$ cat config.mk
export PLATFORM = sky130hd
export DESIGN_NAME = ddr2_ring_buffer8
export DESIGN_NICKNAME = d
export VERILOG_FILES = /design/src/rtl/ddr2_pkg.sv /design/src/rtl/ddr2_strobe_edge.sv /design/src/rtl/ddr2_ring_buffer8.sv
export SDC_FILE = /design/constraint.sdc
export NUM_CORES = 1
export LEC_CHECK = 0
export ABC_AREA = 1
export CAP_MARGIN = 20
export CORE_MARGIN = 3
export CORE_UTILIZATION = 64
export DETAILED_ROUTE_END_ITERATION = 10
export MAX_ROUTING_LAYER = met4
export PLACE_DENSITY_LB_ADDON = 0.1
export SLEW_MARGIN = 20
export SYNTH_ARGS = -nofsm -noshare
export SYNTH_HDL_FRONTEND = slang
export SYNTH_HIERARCHICAL = 1
export SYNTH_SLANG_ARGS = --single-unit
$ cat constraint.sdc
create_clock -name clk -period 3.8 [get_ports clk]
set_clock_uncertainty 0.2 [all_clocks]
set_input_delay 0.76 -clock clk [delete_from_list [all_inputs] [get_ports clk]]
set_output_delay 0.76 -clock clk [all_outputs]
set_load 0.005 [all_outputs]
$ cat src/rtl/ddr2_pkg.sv
// Shared sizing for the DDR2 capture ring buffer.
package ddr2_pkg;
    localparam int DDR2_DATA_W = 16;
    localparam int DDR2_DEPTH  = 8;
    localparam int DDR2_PTR_W  = 3;
endpackage

$ cat src/rtl/ddr2_strobe_edge.sv
// Registers the DDR strobe and flags either transition as one capture event.
module ddr2_strobe_edge (
    input  logic clk,
    input  logic reset,
    input  logic strobe,
    output logic evt
);
    logic strobe_q;

    always_ff @(posedge clk or negedge reset) begin
        if (!reset) strobe_q <= 1'b0;
        else        strobe_q <= strobe;
    end

    assign evt = strobe ^ strobe_q;
endmodule

$ cat src/rtl/ddr2_ring_buffer8.sv
// Eight-entry capture buffer: when armed, each DDR strobe edge stores din at the
// write pointer; the read side is a plain combinational mux on readPtr.
module ddr2_ring_buffer8
    import ddr2_pkg::*;
#(
    parameter int DATA_W = DDR2_DATA_W,
    parameter int DEPTH  = DDR2_DEPTH,
    parameter int PTR_W  = DDR2_PTR_W
) (
    input  logic              clk,
    input  logic              reset,
    input  logic              listen,
    input  logic              strobe,
    input  logic [DATA_W-1:0] din,
    input  logic [PTR_W-1:0]  readPtr,
    output logic [DATA_W-1:0] dout
);
    localparam logic [PTR_W-1:0] LAST = PTR_W'(DEPTH - 1);

    logic [DEPTH-1:0][DATA_W-1:0] regs;
    logic [PTR_W-1:0]             wptr;
    logic                         armed;
    logic                         evt;
    logic                         wr_en;

    ddr2_strobe_edge u_edge (
        .clk    (clk),
        .reset  (reset),
        .strobe (strobe),
        .evt    (evt)
    );

    assign wr_en = evt & armed;

    // wptr survives listen so a second burst continues where the first stopped;
    // it wraps naturally because DEPTH is a power of two.
    always_ff @(posedge clk or negedge reset) begin
        if (!reset) begin
            regs  <= '0;
            wptr  <= '0;
            armed <= 1'b0;
        end else begin
            if (wr_en) begin
                regs[wptr] <= din;
                wptr       <= wptr + 1'b1;
            end
            if (listen)
                armed <= 1'b1;
            else if (wr_en && wptr == LAST)
                armed <= 1'b0;
        end
    end

    assign dout = regs[readPtr];
endmodule

; After elaboration in Yosys (flattened, before gate mapping)
; Index checks and enable logic that the tools add are counted.
[op_classes]
n_mux = 7
div = 0
n_shift = 0
n_lt_le_gt_ge = 3
bitwise_logic = 2
multipliers = 0
n_reduce_logical = 3
eq_ne = 1
n_addsub = 1
[op_table]
columns = cell, count
row1 = $bwmux 128, 1
row2 = $bmux 16 s3, 1
row3 = $demux 16 s3, 1
row4 = $mux 16, 2
row5 = $lt 3x4->1 const B, 2
row6 = $add 3x1->3 const B, 1
row7 = $eq 3x3->1 const B, 1
row8 = $ge 3x1->1 const B, 1
row9 = $logic_and 1x1->1, 2
row10 = $mux 1, 2
row11 = $reduce_bool 2->1, 1
row12 = $and 1x1->1, 1
row13 = $xor 1x1->1, 1
[totals]
latchBits = 0
in_bits = 23
regBits = 133
ram_bits = 0
mem_bits_ro = 0
out_inout_bits = 16
mem_count = 0

; Logic depth before layout (Yosys ltp)
[depth]
word_depth = 5
depth_mapped = 9
depth_no_buf = 8

; Hierarchy
; The synthesis kept the hierarchy.
[modules_own_cells]
columns = mod, cells_each, seq_area_each_um2, area_each_um2, instances
row1 = ddr2_ring_buffer8, 882, 3303.2, 6468.7, 1
row2 = ddr2_strobe_edge, 6, 25.0, 43.8, 1

; Least setup slack after synthesis
; Ideal clock, no wire load.
[synth_path]
path_type = input to output
start = input readPtr[2]
end = output dout[0]
required_ns = 2.840
stages = 5
t_arrival_ns = 1.458
path_slack_ns = 1.382
path_buffers = 2
path_cell_list = buf_2 inv_1 clkbuf_1 nand2_1 nand2_1
[synth_via]
elab_chain_cells = 2
[synth_rtl]
columns = element, line_no
row1 = from (decl), ddr2_ring_buffer8.sv:15  ; input logic [PTR_W-1:0] readPtr,
row2 = $bmux 16 s3, ddr2_ring_buffer8.sv:54  ; assign dout = regs[readPtr];
row3 = $mux 16 (implied by the code), ddr2_ring_buffer8.sv:54
row4 = to (decl), ddr2_ring_buffer8.sv:16  ; output logic [DATA_W-1:0] dout
; Every way passes these cells. The select of a mux whose other input is x is not followed.

; Worst setup path in the final report
[layout_path]
start = input readPtr[1]
end = output dout[10]
; Same word-level chain as after synthesis.

==> flow_summary.yaml <==
cells_and_area:
  layoutNonFillerInstCount: 1059
  syn_to_final_growth_pct: 16.31
  fin_area_sq_um: 7575
  drive_above_1_share_pct: 6.048
  final_core_util_pct: 77.14
  final_nets: 938
  diodes: 0
  fill_cells: 720
logic_synthesis:
  synth-seq-area-share_pct: 51.10
  yosysMostFrequentCell: "nand2_1"
  synthArstFlopShare_pct: 100.0
  synthFlopType: "dfrtp_1"
  synth_nets: 913
  synthCells: 888
  synth_edf_count: 0
  synth_top_cell_by_area: "dfrtp_1"
  syn_avg_cell_area_sq_um: 7.334
  synth_common_cells: "nand2_1 (345), inv_1 (151), dfrtp_1 (133), o21ai_0 (120), nand3_1 (64)"
  synth.distinct_cells: 20
  syn_area_sq_um: 6512
  yosys_warnings: 6
  synth_top_cell_area_share_pct: 51.10
  synth.area.top_cells: "dfrtp_1 (51%), nand2_1 (20%), o21ai_0 (9.2%), inv_1 (8.7%), nand3_1 (4.9%)"
  synth-seq-cells: 133
cts:
  post_cts_resize_count: 0
  ctsHtreeMaxLevel: 4
  postCtsHoldBufs: 0
  post_cts_buffers: 0
  clk_path_buf_depth: 2
  clk_pin_slew_ps: 60
  cts_sinks: 133
  cts_tree: "done"
  insertion_delay_ps: 530
  cts_inserted_buffers: 17
  root_buffer: "clkbuf_8"
sta:
  relSlewSlack_pct: 47.07
  max_freq_mhz: 296.3
  drv_slew: 0
  rsz0062_at_grt: "false"
  fin_crit_sh_pct: 88.80
  tightest_slew_ps: 793.9
  whs_ps: 114.8
  hold_viol: 0
  tns_ps: 0
  setup_viol: 0
  period_minus_slack_ps: 3375
  fin_ws_ps: 425.4
outcome:
  status: "completed"
power_and_ir_drop:
  power.switching_mw: 1.930
  vdd_drop_max_uv: 490.8
  p_leak_nw: 4.104
  p_clk_share_pct: 28.1
  pwr-share-seq_pct: 43.1
  switching_share_pct: 34.50
  power-per-cell-area_nw_per_um2: 738.5
  p_comb_share_pct: 28.8
  p_int_mw: 3.664
  power_mw: 5.594
routing:
  vias: 5613
  drcViolationCount: 0
  routed_wirelength_mm: 15.94
  wl_per_cell_um: 15.05
  drt_first_pass_iters: 6
  drt_iter0_drc: 438
  antenna_left: 0
  viasPerCell: 5.300
floorplan:
  die-height_um: 106.9
  rows: 36
  die_w_um: 106.9
  core_sq_um: 9819
  start_util_pct: 66.32
  dieArea_sq_um: 11420
  io_pins: 39
setup_path:
  arrival_ps: 2410
  reg2regPathDepth: 8
  end_kind: "output pin"
  ff2ff_setup_slack_ps: 1850
  required_ps: 2840
  critical_path_class: "in -> out"
  timing.rr.start: "u_edge/strobe_q$_DFF_PN0_"
  reg2reg_to: "regs[24]$_DFFE_PN0P_"
  worstSetupStartpointType: "input port"
  cp_max_fo: 32
global_routing:
  use_met3_pct: 6.141
  grt_most_used_layer: "met2"
  antenna_found_initial: 0
  grt_pass1_wl_mm: 27.37
  grt_pass1_vias: 5834
  grt_use_total_pct: 31.41
  grt_max_degree: 65
  gr-usage-met2_pct: 49.87
  grtUsageMet1_pct: 39.89
  grt_overflow: 0
placed_design:
  dp_hpwl_mm: 9.372
  port_buffers: 38
  placed_cell_area_sq_um: 6998
  pre_cts_slack_ps: 441.3
  dp_cells: 1027
  place_congestion: 0.8244
flow_run:
  cap_violations: 0
worst_hold_path:
  hold_path_class: "in -> async"
## state kept, by name, indices dropped and copies added (netlist names)
register         cells
armed                1
wptr                 3
u_edge/strobe_q      1
regs               128
## power groups by stage
stage               Sequential [mW]  Combinational [mW]  Clock [mW]
floorplan                      2.31                1.17           0
global placement               2.37                1.51           0
detailed placement             2.41                1.58           0
CTS                            2.40                1.62        1.59
global route                   2.48                1.90        1.66
finish                         2.41                1.61        1.57
## layer usage
metal	share of wire, %	up-vias	wire length, um
met2	50	192	7909
met1	42	2653	6716
li1	-	2739	-
met5	0	-	0
met3	6.0	29	954
met4	2.2	0	357
## layout by cell type (no fill, tap or decap), drive strengths merged, types with 7 or more instances in the layout
master / n
buf: 17
o21ai: 128
clkinv: 9
dfrtp: 133
clkdlybuf4s50: 36
nand2: 350
inv: 153
nor2: 7
clkbuf: 21
nand3: 64
## cell type report
| class | count | area [sq um] | area share [%] |
|---|---|---|---|
| Sequential cell | 133 | 3328 | 43.94 |
| Clock inverter | 11 | 127.6 | 1.685 |
| Timing Repair Buffer | 53 | 535.5 | 7.070 |
| Tap cell | 133 | 166.4 | 2.197 |
| Inverter | 153 | 574.3 | 7.582 |
| Multi-Input combinational cell | 555 | 2394 | 31.60 |
| Clock buffer | 21 | 449.2 | 5.930 |
## cell families after synthesis
logic type               Yosys count  synth area share (%)
AO/OA/AOI/OAI                    131                 10.11
XOR/XNOR                           1                0.1345
adder cells (fa/ha/maj)            2                0.3842
buffers and inverters            200                 12.14
flip-flops                       133                 51.10
AND/OR/NAND/NOR                  421                 26.13
## how the worst max path moves through the flow
stage,start,cells after the start,to,slack (ps)
floorplan,readPtr[2],5,dout[0],1380
global placement,readPtr[1],7,dout[15],460
detailed placement,readPtr[1],7,dout[15],440
CTS,readPtr[1],8,dout[10],430
global route,readPtr[1],8,dout[10],340
finish,readPtr[1],8,dout[10],430
## critical path, stage by stage
cell,delay (ps)
clkdlybuf4s50_1,470
inv_1,120
buf_12,210
nand3_1,100
nand2_1,70
nand2_1,60
nand2_1,100
clkdlybuf4s50_1,510
No activity file was read; power rests on OpenSTA's default activity.
